`config.mk`:
```
export PLATFORM = sky130hd
export DESIGN_NAME = neuraedge_host_link_flat
export DESIGN_NICKNAME = d
export VERILOG_FILES = /design/src/rtl/neuraedge_host_link_if.sv /design/src/rtl/neuraedge_host_link.sv /design/src/flat_wrapper.sv
export SDC_FILE = /design/constraint.sdc
export NUM_CORES = 1
export LEC_CHECK = 0
export ABC_AREA = 0
export CORE_AREA = 2 2 141 143
export CTS_CLUSTER_DIAMETER = 120
export CTS_CLUSTER_SIZE = 25
export DETAILED_ROUTE_END_ITERATION = 10
export DIE_AREA = 0 0 143 145
export GPL_TIMING_DRIVEN = 0
export PLACE_DENSITY = 0.69
export SKIP_LAST_GASP = 1
export SYNTH_ARGS = -nofsm -noshare
export SYNTH_HDL_FRONTEND = slang
export SYNTH_SLANG_ARGS = --single-unit
export TNS_END_PERCENT = 30
```
`constraint.sdc`:
```
create_clock -name clk -period 3.6 [get_ports clk]
set_clock_uncertainty 0.2 [all_clocks]
set_input_delay 0.36 -clock clk [delete_from_list [all_inputs] [get_ports clk]]
set_output_delay 0.36 -clock clk [all_outputs]
set_load 0.02 [all_outputs]
```
`src/rtl/neuraedge_host_link_if.sv`:
```
// ----------------------------------------------------------------------------
// neuraedge_host_link_if
//   Bundles the handshake and data signals of the NPU host link endpoint.
//   master : the host link itself (drives cmd/pld ready, TX flits, RX ready,
//            and the decoded response stream).
//   slave  : the environment around it (host command source, NPU flit port,
//            response consumer).
// Signal groups:
//   cmd_*           command handshake and header fields from the host
//   pld_*           TX payload flits from the host
//   tx_*            flit stream towards the NPU ext_flit_in
//   rx_*            flit stream from the NPU ext_flit_out
//   rsp_hdr_valid,
//   rsp_tag/len/opcode  decoded response header (strobe + held fields)
//   rsp_data*       response payload stream
// ----------------------------------------------------------------------------
interface neuraedge_host_link_if #(
    parameter int unsigned FLIT_W = 64
) ();
    logic              cmd_valid;
    logic              cmd_ready;
    logic [3:0]        cmd_dst_row;
    logic [3:0]        cmd_dst_col;
    logic [7:0]        cmd_len;
    logic [7:0]        cmd_tag;
    logic [5:0]        cmd_opcode;
    logic [31:0]       cmd_addr;

    logic              pld_valid;
    logic              pld_ready;
    logic [FLIT_W-1:0] pld_data;

    logic [FLIT_W-1:0] tx_flit;
    logic              tx_valid;
    logic              tx_ready;

    logic [FLIT_W-1:0] rx_flit;
    logic              rx_valid;
    logic              rx_ready;

    logic              rsp_hdr_valid;
    logic [7:0]        rsp_tag;
    logic [7:0]        rsp_len;
    logic [5:0]        rsp_opcode;
    logic [FLIT_W-1:0] rsp_data;
    logic              rsp_data_valid;
    logic              rsp_data_ready;

    modport master (
        input  cmd_valid, cmd_dst_row, cmd_dst_col, cmd_len, cmd_tag, cmd_opcode, cmd_addr,
        output cmd_ready,
        input  pld_valid, pld_data,
        output pld_ready,
        output tx_flit, tx_valid,
        input  tx_ready,
        input  rx_flit, rx_valid,
        output rx_ready,
        output rsp_hdr_valid, rsp_tag, rsp_len, rsp_opcode, rsp_data, rsp_data_valid,
        input  rsp_data_ready
    );

    modport slave (
        output cmd_valid, cmd_dst_row, cmd_dst_col, cmd_len, cmd_tag, cmd_opcode, cmd_addr,
        input  cmd_ready,
        output pld_valid, pld_data,
        input  pld_ready,
        input  tx_flit, tx_valid,
        output tx_ready,
        output rx_flit, rx_valid,
        input  rx_ready,
        input  rsp_hdr_valid, rsp_tag, rsp_len, rsp_opcode, rsp_data, rsp_data_valid,
        output rsp_data_ready
    );
endinterface

```
`src/rtl/neuraedge_host_link.sv`:
```
// ----------------------------------------------------------------------------
// neuraedge_host_link
//   Host-side endpoint of the NPU external flit port.
//   TX: packetizes host commands into a head flit plus cmd_len payload flits.
//   RX: depacketizes NPU responses into a header strobe and a payload stream.
//   Counts outstanding commands (one response packet expected per command).
//
// Ports:
//   clk, rst_n      clock, asynchronous active-low reset
//   io_link         neuraedge_host_link_if.master (cmd, pld, tx, rx, rsp groups)
//   o_outstanding   commands whose response head has not yet arrived
//   o_err_len       sticky: command with cmd_len > MAX_LEN was dropped
//   o_err_timeout   sticky: watchdog expired (0 unless HOST_LINK_TIMEOUT_EN)
//   i_err_clr       clears both sticky errors; a same-cycle new error wins
//
// Build option:
//   HOST_LINK_TIMEOUT_EN  builds the response watchdog (limit TIMEOUT_CYC).
//
// Head flit: [63:60] row, [59:56] col, [55:48] len, [47:40] tag,
//            [37:32] opcode, [31:0] addr, all other bits 0.
// ----------------------------------------------------------------------------
module neuraedge_host_link #(
    parameter int unsigned FLIT_W      = 64,
    parameter int unsigned MAX_LEN     = 16,
    parameter int unsigned MAX_OUT     = 8,
    parameter int unsigned TIMEOUT_CYC = 1024,
    localparam int unsigned OUT_W      = $clog2(MAX_OUT + 1)
) (
    input  logic                  clk,
    input  logic                  rst_n,
    neuraedge_host_link_if.master io_link,
    output logic [OUT_W-1:0]      o_outstanding,
    output logic                  o_err_len,
    output logic                  o_err_timeout,
    input  logic                  i_err_clr
);

    // Elaboration-time parameter sanity checks.
    if (FLIT_W < 64) begin : g_chk_flit_w
        $error("FLIT_W must be at least 64");
    end
    if (MAX_LEN < 1 || MAX_LEN > 255) begin : g_chk_max_len
        $error("MAX_LEN must be in 1..255");
    end
    if (MAX_OUT < 1) begin : g_chk_max_out
        $error("MAX_OUT must be at least 1");
    end
    if (TIMEOUT_CYC < 1) begin : g_chk_timeout
        $error("TIMEOUT_CYC must be at least 1");
    end

    localparam logic [7:0]       MaxLen = 8'(MAX_LEN);
    localparam logic [OUT_W-1:0] MaxOut = OUT_W'(MAX_OUT);

    typedef enum logic [1:0] {TIdle, THead, TBody} tx_state_e;
    typedef enum logic       {RHead, RBody}        rx_state_e;

    // ------------------------------------------------------------------------
    // TX path
    // ------------------------------------------------------------------------
    tx_state_e         r_tx_state;
    tx_state_e         w_tx_state_d;
    logic [FLIT_W-1:0] r_tx_flit;
    logic              r_tx_valid;
    logic [7:0]        r_tx_len;
    logic [7:0]        r_body_cnt;
    logic [OUT_W-1:0]  r_outstanding;

    logic              w_cmd_ready;
    logic              w_pld_ready;
    logic              w_cmd_acc;
    logic              w_len_bad;
    logic              w_tx_acc;
    logic              w_head_acc;
    logic              w_pld_acc;
    logic              w_body_done;
    logic [FLIT_W-1:0] w_head;

    assign w_len_bad   = io_link.cmd_len > MaxLen;
    assign w_cmd_acc   = io_link.cmd_valid && w_cmd_ready;
    assign w_tx_acc    = r_tx_valid && io_link.tx_ready;
    assign w_head_acc  = w_tx_acc && (r_tx_state == THead);
    assign w_pld_acc   = io_link.pld_valid && w_pld_ready;
    // All payload flits for this packet have been taken from the host.
    assign w_body_done = (r_body_cnt == r_tx_len);

    always_comb begin
        w_head         = '0;
        w_head[63:60]  = io_link.cmd_dst_row;
        w_head[59:56]  = io_link.cmd_dst_col;
        w_head[55:48]  = io_link.cmd_len;
        w_head[47:40]  = io_link.cmd_tag;
        w_head[37:32]  = io_link.cmd_opcode;
        w_head[31:0]   = io_link.cmd_addr;
    end

    // TX FSM: state register
    always_ff @(posedge clk or negedge rst_n) begin
        if (!rst_n) begin
            r_tx_state <= TIdle;
        end else begin
            r_tx_state <= w_tx_state_d;
        end
    end

    // TX FSM: next state
    always_comb begin
        w_tx_state_d = r_tx_state;
        unique case (r_tx_state)
            TIdle: begin
                if (w_cmd_acc && !w_len_bad) begin
                    w_tx_state_d = THead;
                end
            end
            THead: begin
                if (w_tx_acc) begin
                    w_tx_state_d = (r_tx_len != 8'd0) ? TBody : TIdle;
                end
            end
            TBody: begin
                // Once the last payload flit is loaded, the only pending flit is that one.
                if (w_body_done && w_tx_acc) begin
                    w_tx_state_d = TIdle;
                end
            end
            default: w_tx_state_d = TIdle;
        endcase
    end

    // TX FSM: outputs
    always_comb begin
        w_cmd_ready = (r_tx_state == TIdle) && (r_outstanding < MaxOut);
        w_pld_ready = (r_tx_state == TBody) && !w_body_done &&
                      (!r_tx_valid || io_link.tx_ready);
    end

    // TX flit register: loads head or payload, drops valid once accepted.
    always_ff @(posedge clk or negedge rst_n) begin
        if (!rst_n) begin
            r_tx_flit  <= '0;
            r_tx_valid <= 1'b0;
            r_tx_len   <= 8'd0;
            r_body_cnt <= 8'd0;
        end else if (w_cmd_acc && !w_len_bad) begin
            r_tx_flit  <= w_head;
            r_tx_valid <= 1'b1;
            r_tx_len   <= io_link.cmd_len;
            r_body_cnt <= 8'd0;
        end else if (w_pld_acc) begin
            r_tx_flit  <= io_link.pld_data;
            r_tx_valid <= 1'b1;
            r_body_cnt <= r_body_cnt + 8'd1;
        end else if (w_tx_acc) begin
            r_tx_valid <= 1'b0;
        end
    end

    assign io_link.cmd_ready = w_cmd_ready;
    assign io_link.pld_ready = w_pld_ready;
    assign io_link.tx_flit   = r_tx_flit;
    assign io_link.tx_valid  = r_tx_valid;

    // ------------------------------------------------------------------------
    // RX path
    // ------------------------------------------------------------------------
    rx_state_e         r_rx_state;
    rx_state_e         w_rx_state_d;
    logic [7:0]        r_rx_cnt;
    logic              r_rsp_hdr_valid;
    logic [7:0]        r_rsp_tag;
    logic [7:0]        r_rsp_len;
    logic [5:0]        r_rsp_opcode;

    logic              w_rx_ready;
    logic              w_rx_acc;
    logic              w_rx_head_acc;
    logic              w_rx_body_acc;
    logic [FLIT_W-1:0] w_rsp_data;
    logic              w_rsp_data_valid;

    assign w_rx_acc      = io_link.rx_valid && w_rx_ready;
    assign w_rx_head_acc = w_rx_acc && (r_rx_state == RHead);
    assign w_rx_body_acc = w_rx_acc && (r_rx_state == RBody);

    // RX FSM: state register
    always_ff @(posedge clk or negedge rst_n) begin
        if (!rst_n) begin
            r_rx_state <= RHead;
        end else begin
            r_rx_state <= w_rx_state_d;
        end
    end

    // RX FSM: next state
    always_comb begin
        w_rx_state_d = r_rx_state;
        unique case (r_rx_state)
            RHead: begin
                if (w_rx_head_acc && (io_link.rx_flit[55:48] != 8'd0)) begin
                    w_rx_state_d = RBody;
                end
            end
            RBody: begin
                if (w_rx_body_acc && (r_rx_cnt == r_rsp_len - 8'd1)) begin
                    w_rx_state_d = RHead;
                end
            end
            default: w_rx_state_d = RHead;
        endcase
    end

    // RX FSM: outputs; payload is a zero-latency pass-through.
    always_comb begin
        w_rx_ready       = 1'b1;
        w_rsp_data       = '0;
        w_rsp_data_valid = 1'b0;
        if (r_rx_state == RBody) begin
            w_rx_ready       = io_link.rsp_data_ready;
            w_rsp_data       = io_link.rx_flit;
            w_rsp_data_valid = io_link.rx_valid;
        end
    end

    // Header latch and body counter
    always_ff @(posedge clk or negedge rst_n) begin
        if (!rst_n) begin
            r_rsp_hdr_valid <= 1'b0;
            r_rsp_tag       <= 8'd0;
            r_rsp_len       <= 8'd0;
            r_rsp_opcode    <= 6'd0;
            r_rx_cnt        <= 8'd0;
        end else begin
            r_rsp_hdr_valid <= w_rx_head_acc;
            if (w_rx_head_acc) begin
                r_rsp_tag    <= io_link.rx_flit[47:40];
                r_rsp_len    <= io_link.rx_flit[55:48];
                r_rsp_opcode <= io_link.rx_flit[37:32];
                r_rx_cnt     <= 8'd0;
            end else if (w_rx_body_acc) begin
                r_rx_cnt     <= r_rx_cnt + 8'd1;
            end
        end
    end

    assign io_link.rx_ready       = w_rx_ready;
    assign io_link.rsp_hdr_valid  = r_rsp_hdr_valid;
    assign io_link.rsp_tag        = r_rsp_tag;
    assign io_link.rsp_len        = r_rsp_len;
    assign io_link.rsp_opcode     = r_rsp_opcode;
    assign io_link.rsp_data       = w_rsp_data;
    assign io_link.rsp_data_valid = w_rsp_data_valid;

    // ------------------------------------------------------------------------
    // Outstanding counter and sticky errors
    // ------------------------------------------------------------------------
    always_ff @(posedge clk or negedge rst_n) begin
        if (!rst_n) begin
            r_outstanding <= '0;
        end else begin
            unique case ({w_head_acc, w_rx_head_acc})
                2'b10:   r_outstanding <= r_outstanding + OUT_W'(1);
                // A stray response at zero must not wrap.
                2'b01:   r_outstanding <= (r_outstanding != '0) ?
                                          r_outstanding - OUT_W'(1) : '0;
                default: r_outstanding <= r_outstanding;
            endcase
        end
    end

    logic r_err_len;

    always_ff @(posedge clk or negedge rst_n) begin
        if (!rst_n) begin
            r_err_len <= 1'b0;
        end else if (w_cmd_acc && w_len_bad) begin
            r_err_len <= 1'b1;
        end else if (i_err_clr) begin
            r_err_len <= 1'b0;
        end
    end

    assign o_outstanding = r_outstanding;
    assign o_err_len     = r_err_len;

`ifdef HOST_LINK_TIMEOUT_EN
    localparam int unsigned     WD_W    = $clog2(TIMEOUT_CYC + 1);
    localparam logic [WD_W-1:0] WdLimit = WD_W'(TIMEOUT_CYC);
    localparam logic [WD_W-1:0] WdLast  = WD_W'(TIMEOUT_CYC - 1);

    logic [WD_W-1:0] r_wd_cnt;
    logic            r_err_timeout;
    logic            w_wd_run;
    logic            w_wd_fire;

    assign w_wd_run  = (r_outstanding != '0) && !w_rx_head_acc;
    // Fire only on the step into the limit so err_clr sticks while the count holds.
    assign w_wd_fire = w_wd_run && (r_wd_cnt == WdLast);

    always_ff @(posedge clk or negedge rst_n) begin
        if (!rst_n) begin
            r_wd_cnt <= '0;
        end else if (!w_wd_run) begin
            r_wd_cnt <= '0;
        end else if (r_wd_cnt != WdLimit) begin
            r_wd_cnt <= r_wd_cnt + WD_W'(1);
        end
    end

    always_ff @(posedge clk or negedge rst_n) begin
        if (!rst_n) begin
            r_err_timeout <= 1'b0;
        end else if (w_wd_fire) begin
            r_err_timeout <= 1'b1;
        end else if (i_err_clr) begin
            r_err_timeout <= 1'b0;
        end
    end

    assign o_err_timeout = r_err_timeout;
`else
    assign o_err_timeout = 1'b0;
`endif

endmodule

```
`src/flat_wrapper.sv`:
```
// flat-port wrapper written by rule: the top's interface ports become plain ports
module neuraedge_host_link_flat 
#(
    parameter int unsigned FLIT_W      = 64,
    parameter int unsigned MAX_LEN     = 16,
    parameter int unsigned MAX_OUT     = 8,
    parameter int unsigned TIMEOUT_CYC = 1024,
    localparam int unsigned OUT_W      = $clog2(MAX_OUT + 1)
)
  (clk, rst_n, o_outstanding, o_err_len, o_err_timeout, i_err_clr, io_link_cmd_valid, io_link_cmd_dst_row, io_link_cmd_dst_col, io_link_cmd_len, io_link_cmd_tag, io_link_cmd_opcode, io_link_cmd_addr, io_link_cmd_ready, io_link_pld_valid, io_link_pld_data, io_link_pld_ready, io_link_tx_flit, io_link_tx_valid, io_link_tx_ready, io_link_rx_flit, io_link_rx_valid, io_link_rx_ready, io_link_rsp_hdr_valid, io_link_rsp_tag, io_link_rsp_len, io_link_rsp_opcode, io_link_rsp_data, io_link_rsp_data_valid, io_link_rsp_data_ready);
  neuraedge_host_link_if #(.FLIT_W(FLIT_W)) io_link_i ();
  input  logic clk;
  input  logic rst_n;
  output logic [OUT_W-1:0] o_outstanding;
  output logic o_err_len;
  output logic o_err_timeout;
  input  logic i_err_clr;
  input wire logic [$bits(io_link_i.cmd_valid)-1:0] io_link_cmd_valid;
  input wire logic [$bits(io_link_i.cmd_dst_row)-1:0] io_link_cmd_dst_row;
  input wire logic [$bits(io_link_i.cmd_dst_col)-1:0] io_link_cmd_dst_col;
  input wire logic [$bits(io_link_i.cmd_len)-1:0] io_link_cmd_len;
  input wire logic [$bits(io_link_i.cmd_tag)-1:0] io_link_cmd_tag;
  input wire logic [$bits(io_link_i.cmd_opcode)-1:0] io_link_cmd_opcode;
  input wire logic [$bits(io_link_i.cmd_addr)-1:0] io_link_cmd_addr;
  output wire logic [$bits(io_link_i.cmd_ready)-1:0] io_link_cmd_ready;
  input wire logic [$bits(io_link_i.pld_valid)-1:0] io_link_pld_valid;
  input wire logic [$bits(io_link_i.pld_data)-1:0] io_link_pld_data;
  output wire logic [$bits(io_link_i.pld_ready)-1:0] io_link_pld_ready;
  output wire logic [$bits(io_link_i.tx_flit)-1:0] io_link_tx_flit;
  output wire logic [$bits(io_link_i.tx_valid)-1:0] io_link_tx_valid;
  input wire logic [$bits(io_link_i.tx_ready)-1:0] io_link_tx_ready;
  input wire logic [$bits(io_link_i.rx_flit)-1:0] io_link_rx_flit;
  input wire logic [$bits(io_link_i.rx_valid)-1:0] io_link_rx_valid;
  output wire logic [$bits(io_link_i.rx_ready)-1:0] io_link_rx_ready;
  output wire logic [$bits(io_link_i.rsp_hdr_valid)-1:0] io_link_rsp_hdr_valid;
  output wire logic [$bits(io_link_i.rsp_tag)-1:0] io_link_rsp_tag;
  output wire logic [$bits(io_link_i.rsp_len)-1:0] io_link_rsp_len;
  output wire logic [$bits(io_link_i.rsp_opcode)-1:0] io_link_rsp_opcode;
  output wire logic [$bits(io_link_i.rsp_data)-1:0] io_link_rsp_data;
  output wire logic [$bits(io_link_i.rsp_data_valid)-1:0] io_link_rsp_data_valid;
  input wire logic [$bits(io_link_i.rsp_data_ready)-1:0] io_link_rsp_data_ready;
  assign io_link_i.cmd_valid = io_link_cmd_valid;
  assign io_link_i.cmd_dst_row = io_link_cmd_dst_row;
  assign io_link_i.cmd_dst_col = io_link_cmd_dst_col;
  assign io_link_i.cmd_len = io_link_cmd_len;
  assign io_link_i.cmd_tag = io_link_cmd_tag;
  assign io_link_i.cmd_opcode = io_link_cmd_opcode;
  assign io_link_i.cmd_addr = io_link_cmd_addr;
  assign io_link_cmd_ready = io_link_i.cmd_ready;
  assign io_link_i.pld_valid = io_link_pld_valid;
  assign io_link_i.pld_data = io_link_pld_data;
  assign io_link_pld_ready = io_link_i.pld_ready;
  assign io_link_tx_flit = io_link_i.tx_flit;
  assign io_link_tx_valid = io_link_i.tx_valid;
  assign io_link_i.tx_ready = io_link_tx_ready;
  assign io_link_i.rx_flit = io_link_rx_flit;
  assign io_link_i.rx_valid = io_link_rx_valid;
  assign io_link_rx_ready = io_link_i.rx_ready;
  assign io_link_rsp_hdr_valid = io_link_i.rsp_hdr_valid;
  assign io_link_rsp_tag = io_link_i.rsp_tag;
  assign io_link_rsp_len = io_link_i.rsp_len;
  assign io_link_rsp_opcode = io_link_i.rsp_opcode;
  assign io_link_rsp_data = io_link_i.rsp_data;
  assign io_link_rsp_data_valid = io_link_i.rsp_data_valid;
  assign io_link_i.rsp_data_ready = io_link_rsp_data_ready;
  neuraedge_host_link #(.FLIT_W(FLIT_W), .MAX_LEN(MAX_LEN), .MAX_OUT(MAX_OUT), .TIMEOUT_CYC(TIMEOUT_CYC)) u_core (.clk(clk), .rst_n(rst_n), .io_link(io_link_i), .o_outstanding(o_outstanding), .o_err_len(o_err_len), .o_err_timeout(o_err_timeout), .i_err_clr(i_err_clr));
endmodule
```
# Word-level counts from Yosys, hierarchy flattened
# Index checks and enable logic that the tools add are counted.
# W data, S select, Z words.
dict set report word_totals {
  output_inout_bits 162
  inputBits 198
  reg_bits 120
  elab_cells 83
}
dict set report classes {
  bitwise_logic 1
  add_sub_neg 5
  eq_ne 9
  reduce_logical 29
  magnitude_cmp 2
  mux 24
}
# operator count
set op_table {}
lappend op_table {{$mux W64} 3}
lappend op_table {{$mux W8} 4}
lappend op_table {{$add A8 B1 Y8 const B} 2}
lappend op_table {{$eq A8 B8 Y1} 2}
lappend op_table {{$reduce_bool A8 Y1} 2}
lappend op_table {{$logic_and A1 B1 Y1} 15}
lappend op_table {{$mux W1} 9}
lappend op_table {{$gt A8 B5 Y1 const B} 1}
lappend op_table {{$mux W2} 4}
lappend op_table {{$pmux W4 S2} 1}
lappend op_table {{$reduce_bool A2 Y1} 4}
lappend op_table {{$sub A8 B1 Y8 const B} 1}
lappend op_table {{$ne A2 B1 Y1 const B} 3}
lappend op_table {{$pmux W2 S3} 1}
lappend op_table {{$add A4 B1 Y4 const B} 1}
lappend op_table {{$eq A2 B1 Y1 const B} 2}
lappend op_table {{$eq A2 B2 Y1 const B} 2}
lappend op_table {{$lt A4 B4 Y1 const B} 1}
lappend op_table {{$mux W4} 1}
lappend op_table {{$reduce_bool A4 Y1} 1}
lappend op_table {{$sub A4 B1 Y4 const B} 1}
lappend op_table {{$logic_not A1 Y1} 3}
lappend op_table {{$reduce_and A3 Y1} 1}
lappend op_table {{$reduce_bool A3 Y1} 1}
lappend op_table {{4 further kinds} 4}

# Depth between registers and ports, before layout
# Gate-level depths: netlist of the first run.
dict set report logic_depth {
  ltp_word 7
  ltp_mapped 8
}

# Worst setup path after synthesis of the first run
# OpenSTA, ideal clock, no wires.
dict set report synth_timing {
  path_type {register to register}
  from {register u_core.r_rx_state}
  to {register u_core.r_outstanding[3], in the netlist u_core.o_outstanding[3]}
  path_stages_with_launch 8
  synth_period_minus_slack_ns 2.573
  arrival_time_ns 2.252
  path_buffers 1
  slack_ns 1.027
  path_cell_list {dfrtp_1 nand2b_1 clkinv_1 clkbuf_1 ha_1 or4b_2 a21o_1 a22o_1}
}
dict set report synth_between {
  elab_chain_cells 5
  elab_cells_between_ends 8
  classes_between {2 x eq/ne; 2 x mux; 1 x bitwise; 3 x reduce/logical}
}
# item line
set synth_rtl {}
lappend synth_rtl {{start, declared} neuraedge_host_link.sv:166} ;# rx_state_e r_rx_state;
lappend synth_rtl {{start signal, assigned} neuraedge_host_link.sv:188} ;# r_rx_state <= RHead;
lappend synth_rtl {{start signal, assigned} neuraedge_host_link.sv:190} ;# r_rx_state <= w_rx_state_d;
lappend synth_rtl {{$mux W1} neuraedge_host_link.sv:217} ;# if (r_rx_state == RBody) begin
lappend synth_rtl {{$logic_and A1 B1 Y1} neuraedge_host_link.sv:181} ;# assign w_rx_acc = io_link.rx_valid && w_rx_ready;
lappend synth_rtl {{$logic_and A1 B1 Y1 (*)} neuraedge_host_link.sv:182} ;# assign w_rx_head_acc = w_rx_acc && (r_rx_state == RHead);
lappend synth_rtl {{net u_core.w_rx_head_acc} neuraedge_host_link.sv:176} ;# logic w_rx_head_acc;
lappend synth_rtl {{$eq A2 B1 Y1 / $eq A2 B2 Y1 (equally long branches)} neuraedge_host_link.sv:260} ;# unique case ({w_head_acc, w_rx_head_acc})
lappend synth_rtl {{$pmux W4 S2 / $reduce_bool A2 Y1 (equally long branches)} -}
lappend synth_rtl {{end signal, assigned} neuraedge_host_link.sv:261} ;# 2'b10: r_outstanding <= r_outstanding + OUT_W'(1);
lappend synth_rtl {{end signal, assigned} neuraedge_host_link.sv:263} ;# 2'b01: r_outstanding <= (r_outstanding != '0) ?
lappend synth_rtl {{end signal, assigned} neuraedge_host_link.sv:265} ;# default: r_outstanding <= r_outstanding;
lappend synth_rtl {{end, declared} neuraedge_host_link.sv:67} ;# logic [OUT_W-1:0] r_outstanding;
# Mark *: on every way through the listed nets, which the timed path passes. The rest lies on a longest branch.
# A chain may end at the register's enable or synchronous reset.

# Worst setup path in the final report of the first run
# Ends and elaborated chain as after synthesis.

==> results of run 1 <==
-- cell families (layout without fill, tap and decap cells) --
| kind of cell | count (synthesis) | after routing |
|---|---|---|
| XOR/XNOR | 21 | 21 |
| flip-flops | 120 | 120 |
| multiplexers | 15 | 15 |
| buffers and inverters | 51 | 443 |
| AO/OA/AOI/OAI | 103 | 103 |
| adder cells (fa/ha/maj) | 6 | 6 |
| other | 1 | 2 |
| AND/OR/NAND/NOR | 338 | 338 |
-- final cells by class --
type	instances	area [µm²]
Inverter	7	26.3
Timing Repair Buffer	360	3620
Clock buffer	17	425
Clock inverter	15	190
Antenna cell	1	2.50
Multi-Input combinational cell	484	2820
Fill cell	1717	8580
Sequential cell	120	3000
Buffer	44	205
Tap cell	265	332
-- worst max-delay path by stage --
stage               slack [ns]         startpoint  cells after the start                        end
floorplan                 1.03  u_core.r_rx_state                      7    u_core.o_outstanding[3]
global placement         -3.03              rst_n                      1  u_core.io_link.tx_flit[4]
detailed placement        0.17   io_link_rx_valid                      8    u_core.o_outstanding[3]
CTS                       0.55  u_core.r_rx_state                      4       io_link_rsp_data[47]
global route              0.40  u_core.r_rx_state                      7    u_core.o_outstanding[3]
finish                    0.57  u_core.r_rx_state                      7    u_core.o_outstanding[3]
-- sequential cells by signal, summed over array words and instances, names as in the netlist, 2 cells and up --
register,cells
u_core.io_link.tx_flit,64
u_core.io_link.rsp_len,8
u_core.io_link.rsp_tag,8
u_core.r_body_cnt,8
u_core.r_rx_cnt,8
u_core.r_tx_len,8
u_core.io_link.rsp_opcode,6
u_core.o_outstanding,4
u_core.r_tx_state,2
-- per-stage QoR --
step / area (µm²) / util (%) / setup TNS, ns
after global routing: 10600 / 55.3 / 0
after global placement: 9970 / 51.9 / -361.61
final: 10600 / 55.3 / 0
after floorplan: 6050 / - / 0
after CTS: 10600 / 55.3 / 0
after detailed placement: 10000 / 52.1 / 0
-- where the power goes --
group          switching, mW  leakage (nW)  total (mW)  internal, mW
clock network          0.683         0.299        1.79          1.10
logic                   1.52          2.86        3.08          1.56
registers              0.367          1.55        2.19          1.82
total                   2.57          4.71        7.05          4.49
-- worst max-delay path, delay by kind of cell (launching register included) --
| family | cells | cell delay [ns] |
|---|---|---|
| buffers and inverters | 2 | 0.69 |
| DFF | 1 | 0.43 |
| AOI/OAI and AO/OA | 2 | 0.37 |
| adders and majority gates | 1 | 0.40 |
| and+or+nand+nor | 2 | 0.84 |
-- routing by layer --
metal  global-route usage [%]  wire length (µm)
met1                     24.3              8460
met2                     42.0             12200
met3                     7.19              2030
met4                     7.87               590
met5                        0                17
-- layout by cell type, fill, tap and decap left out, types with 3 or more instances in the layout --
| master | netlist | layout |
|---|---|---|
| clkdlybuf4s50_1 | 0 | 357 |
| nor3_1 | 4 | 4 |
| buf_1 | 4 | 4 |
| and3_1 | 6 | 6 |
| nor2b_1 | 3 | 3 |
| nand4_1 | 5 | 5 |
| nand2b_1 | 3 | 3 |
| clkbuf_16 | 0 | 17 |
| o21ai_0 | 25 | 25 |
| dfrtp_1 | 120 | 120 |
| bufinv_16 | 0 | 3 |
| nand3_1 | 8 | 8 |
| a221o_1 | 54 | 54 |
| a21oi_1 | 6 | 6 |
| mux2i_1 | 15 | 15 |
| inv_1 | 6 | 6 |
| ha_1 | 6 | 6 |
| inv_6 | 0 | 5 |
| xor2_1 | 12 | 12 |
| a31oi_1 | 3 | 3 |
| clkbuf_1 | 30 | 30 |
| buf_6 | 4 | 5 |
| xnor2_1 | 9 | 9 |
| clkinv_4 | 0 | 5 |
| buf_2 | 5 | 5 |
| and2_1 | 68 | 68 |
| nor2_1 | 76 | 76 |
| nand2_1 | 152 | 152 |
-- synthesized netlist by cell type, drive strengths merged (3+ instances only) --
cell type / instances
o21ai: 25
mux2i: 15
xor2: 12
nand2b: 3
a21oi: 6
a221o: 54
ha: 6
clkbuf: 30
and3: 6
nor2b: 3
xnor2: 9
nand3: 8
and2: 68
nand2: 152
nor2: 76
nor3: 5
dfrtp: 120
nand4: 5
a31oi: 3
inv: 6
buf: 14
nor4: 4
==> impl_metrics.csv, run 1 <==
group,metric,value,unit
place,port_buffers,358,
floorplan,initial_utilization,31.5,%
final_layout,drive_gt1_share,4.87,%
synthesis,synth_edf_count,0,
synthesis,syn_area,6050,µm²
synthesis,yosysWarnings,0,
critical_path,rrSetupSlack,0.57,ns
grt,grt_overflow,0,
clock_network,htreeDepth,4,
clock_network,insertion_delay,0.42,ns
drt,post_drt_wl_per_cell,17.7,µm
clock_network,post_cts_buffers,0,
synthesis,synthMuxAreaShare,2.48,%
drt,drt-pass1-iter-count,4,
critical_path,r2r-end,"u_core.o_outstanding[3]",
sta,hold_slack,0.251,ns
place,dp_hpwl,18500,µm
synthesis,synth_xor_area_share,3.04,%
sta,timing.final.hold_violations,0,
sta,fin_crit_sh,84.1,%
power_and_ir_drop,ir_drop,349,µV
sta,setup_slack,0.572,ns
sta,tightest_slew,0.700,ns
drt,wl,23300,µm
min_path,hold_path_class,"primary input to async pin",
floorplan,fp.dieH,145,µm
place,placed_cells,1279,
power_and_ir_drop,powerDensity,664,nW/µm²
synthesis,synth_nets,859,
synthesis,synth_fa_ha_area_share,1.24,%
grt,grt_first_pass_wirelength,36200,µm
grt,grt_usage,22.8,%
clock_network,ctsLongestPathBuffers,2,
synthesis,yosysTopAreaCell,"dfrtp_1",
synthesis,syn_inst,655,
grt,grt_max_degree,74,
clock_network,clock_sinks,120,
synthesis,ys_seq_area_share,49.6,%
synthesis,netlist.area_leader.share,49.6,%
critical_path,path_class,"flop to flop",
grt,grt_pass1_vias,6545,
critical_path,critPathLaunchType,"flop",
critical_path,arrival,3.13,ns
critical_path,critPathSlowestCell,"or4b_2",
synthesis,synth_cell_types,45,
drt,drc,0,
floorplan,io_pins,360,
final_layout,syn_to_final_growth,75.5,%
clock_network,clockRootBuffer,"clkbuf_16",
final_layout,stdcell_count,1313,
sta,slew_viol_final,0,
synthesis,synthTopCellsByArea,"dfrtp_1, nand2_1, a221o_1",
sta,fmax,330,MHz
sta,setup_viol,0,
power_and_ir_drop,p_leak,4.71,nW
drt,drtIter0Drc,312,
synthesis,post_synth_and_or_nand_nor_area_fraction,25.8,%
sta,rsz0062_at_grt,"no",
floorplan,die-width,143,µm
sta,post-route-min-period,3.03,ns
critical_path,end_kind,"flop",
synthesis,synth_area_per_cell,9.24,µm²
clock_network,path_clk_slew,0.06,ns
grt,antenna_found_initial,2,
synthesis,async_flop_share,100,%
drt,drt-vias-per-instance,4.75,
floorplan,fp.dieArea,20700,µm²
drt,route.vias.total,6238,
final_layout,nets,1238,
flow_run,maxCapViolCount,0,
clock_network,cts_made_buffers,17,
sta,slew_headroom,53.3,%
power_and_ir_drop,finalPower,7.05,mW
critical_path,crit_chain,"nand2b_1 > clkinv_1 > clkbuf_1 > ha_1 > or4b_2 > a21o_1 > a22o_1",
synthesis,ys.flop_type,"dfrtp_1",
synthesis,ys_ff_latch,120,
drt,postRouteAntennaNets,0,
floorplan,core_area,19200,µm²
status,status,"finished clean",
synthesis,synth_top_family_by_area,"simple AND/OR/NAND/NOR gates",
critical_path,r2r_cells,7,
clock_network,cts_tree,"built",
clock_network,cts-resized-gates,0,
critical_path,crit_path_max_fanout,11,
critical_path,cpPeakStageDelay,0.63,ns
place,pre_cts_slack,0.169,ns
place,gp_congestion,0.825,
synthesis,synth_compound_area_share,14.0,%
floorplan,rows,51,
critical_path,cp.required,3.71,ns
critical_path,timing.rr.start,"u_core.r_rx_state",
clock_network,hold_buffers,1,
(Power assumes the default switching activity.)
==> run 2, diff against run 1 <==
Settings changed: PLACE_DENSITY 0.69 to 0.72.
Clock period 3.6 ns to 2.6 ns, I/O delays scaled along.
==> impl_metrics.csv, run 2 (synthesized netlist as in run 1, its figures left out) <==
group,metric,value,unit
min_path,hold_path_class,"primary input to async pin",
floorplan,fp.dieArea,20700,µm²
place,pre_cts_slack,-0.775,ns
grt,grt_overflow,0,
clock_network,cts_made_buffers,17,
grt,antenna_found_initial,5,
drt,post_drt_wl_per_cell,18.1,µm
drt,drt-vias-per-instance,4.86,
drt,postRouteAntennaNets,0,
critical_path,cp.required,2.70,ns
sta,rsz0062_at_grt,"yes",
floorplan,core_area,19200,µm²
final_layout,syn_to_final_growth,76.5,%
critical_path,r2r_cells,6,
critical_path,cpPeakStageDelay,0.62,ns
power_and_ir_drop,p_sw,3.49,mW
clock_network,insertion_delay,0.42,ns
drt,drtIter0Drc,327,
final_layout,nets,1239,
final_layout,largest_reg_flops,64,
floorplan,rows,51,
final_layout,fin_util,55.6,%
clock_network,htreeDepth,4,
power_and_ir_drop,comb_power_share,43.1,%
sta,tightest_slew,0.590,ns
grt,grt_first_pass_wirelength,35800,µm
place,gp_congestion,0.830,
final_layout,drive_gt1_share,5.45,%
floorplan,die-width,143,µm
power_and_ir_drop,p_leak,4.82,nW
final_layout,stdcell_count,1313,
clock_network,ctsLongestPathBuffers,2,
critical_path,crit_path_max_fanout,18,
final_layout,fill_cells,1719,
critical_path,end_kind,"flop",
drt,drt-pass1-iter-count,5,
critical_path,path_class,"flop to flop",
sta,fmax,388,MHz
critical_path,cp_top_family,"simple AND/OR/NAND/NOR gates",
place,port_buffers,358,
floorplan,initial_utilization,31.5,%
sta,setup_slack,0.0214,ns
floorplan,io_pins,360,
critical_path,critPathBufInv,1,
critical_path,setup.worst_path.start,"u_core.r_rx_state",
critical_path,timing.rr.start,"u_core.r_rx_state",
clock_network,clock_sinks,120,
final_layout,final_cell_mix,"clkdlybuf4s50_1, nand2_1, dfrtp_1, nor2_1, and2_1",
sta,fin_crit_sh,99.2,%
grt,grt_usage,22.7,%
critical_path,crit_chain,"nand2b_1 > clkinv_2 > ha_1 > or4b_2 > a21o_1 > a22o_1",
power_and_ir_drop,powerDensity,929,nW/µm²
power_and_ir_drop,pwr-share-seq,30.7,%
power_and_ir_drop,p_int,6.43,mW
critical_path,rrSetupSlack,0.02,ns
critical_path,arrival,2.68,ns
clock_network,cts_tree,"built",
critical_path,crit_path_end,"u_core.o_outstanding[3]",
grt,grt_pass1_vias,6537,
floorplan,fp.dieH,145,µm
final_layout,mostFrequentLayoutCell,"clkdlybuf4s50_1",
critical_path,r2r-end,"u_core.o_outstanding[3]",
place,dp_hpwl,18800,µm
drt,route.vias.total,6385,
power_and_ir_drop,pwr-share-clk,26.2,%
critical_path,critPathSlowestCell,"or4b_2",
flow_run,maxCapViolCount,0,
sta,timing.final.hold_violations,0,
critical_path,cp.depth,6,
status,status,"finished clean",
drt,drc,0,
place,placed_cells,1279,
clock_network,clockRootBuffer,"clkbuf_16",
sta,slew_headroom,60.7,%
critical_path,critPathLaunchType,"flop",
sta,post-route-min-period,2.58,ns
sta,setup_viol,0,
sta,slew_viol_final,0,
clock_network,path_clk_slew,0.05,ns
power_and_ir_drop,ir_drop,542,µV
drt,wl,23800,µm
grt,grt_max_degree,63,
power_and_ir_drop,swShare,35.2,%
-- run 2: layer usage --
metal | up-vias | part of all wire [%] | track usage (%)
met4 | 6 | 4.3 | 11.6
met2 | 307 | 50 | 39.8
met3 | 62 | 8.4 | 7.85
met1 | 3011 | 37 | 23.7
li1 | 2999 | - | -
met5 | - | 0.16 | 0
-- run 2: worst min-delay path by stage --
stage | end | slack (ns) | start
5_1_grt | u_core.io_link.rsp_tag[3] | 0.21 | io_link_rx_flit[43]
3_5_place_dp | u_core.io_link.rsp_opcode[3] | 0.08 | rst_n
3_3_place_gp | u_core.io_link.rsp_tag[6] | 0.26 | u_core.io_link.rsp_tag[6]
2_1_floorplan | u_core.io_link.rsp_hdr_valid | -0.24 | rst_n
4_1_cts | u_core.io_link.rsp_opcode[2] | 0.18 | io_link_rx_flit[34]
6_report | u_core.io_link.tx_flit[42] | 0.19 | rst_n
-- run 2: power groups by stage --
| stage | registers (mW) | clock network, mW | logic (mW) |
|---|---|---|---|
| after floorplan | 3.69 | 0 | 1.44 |
| after global placement | 3.04 | 0 | 4.22 |
| after detailed placement | 3.05 | 0 | 4.29 |
| after CTS | 3.04 | 2.65 | 4.32 |
| after global routing | 3.13 | 2.73 | 4.60 |
| final | 3.04 | 2.60 | 4.28 |
-- run 2: cell type report --
class	instances	area [µm²]	area share, %
diodes	2	5.00	0.0468
clock inverters	9	173	1.62
multi-input cells	484	2820	26.4
repair buffers	362	3650	34.1
plain buffers	43	215	2.01
flip-flops and latches	120	3000	28.1
clock buffers	21	460	4.31
well taps	265	332	3.10
inverters	7	27.5	0.258
-- run 2: stage by stage --
step	area (µm²)	hold WS (ns)	power (mW)	TNS [ns]
after global routing	10700	0.211	10.4	-2.29
after global placement	9970	0.259	7.25	-470.16
after floorplan	6050	-0.236	5.13	0
after detailed placement	10000	0.0756	7.34	-7.08
after CTS	10700	0.181	10.0	-0.395
final	10700	0.193	9.93	0
-- run 2: repair_timing --
item | CTS | global route
hold endpoints to repair | 58 | 0
hold buffers | 1 | 0
gates cloned | 0 | 0
pin swaps | 1 | 2
setup buffers | 1 | 1
endpoints found under the setup margin | 45 | 71
gates resized for setup | 10 | 12
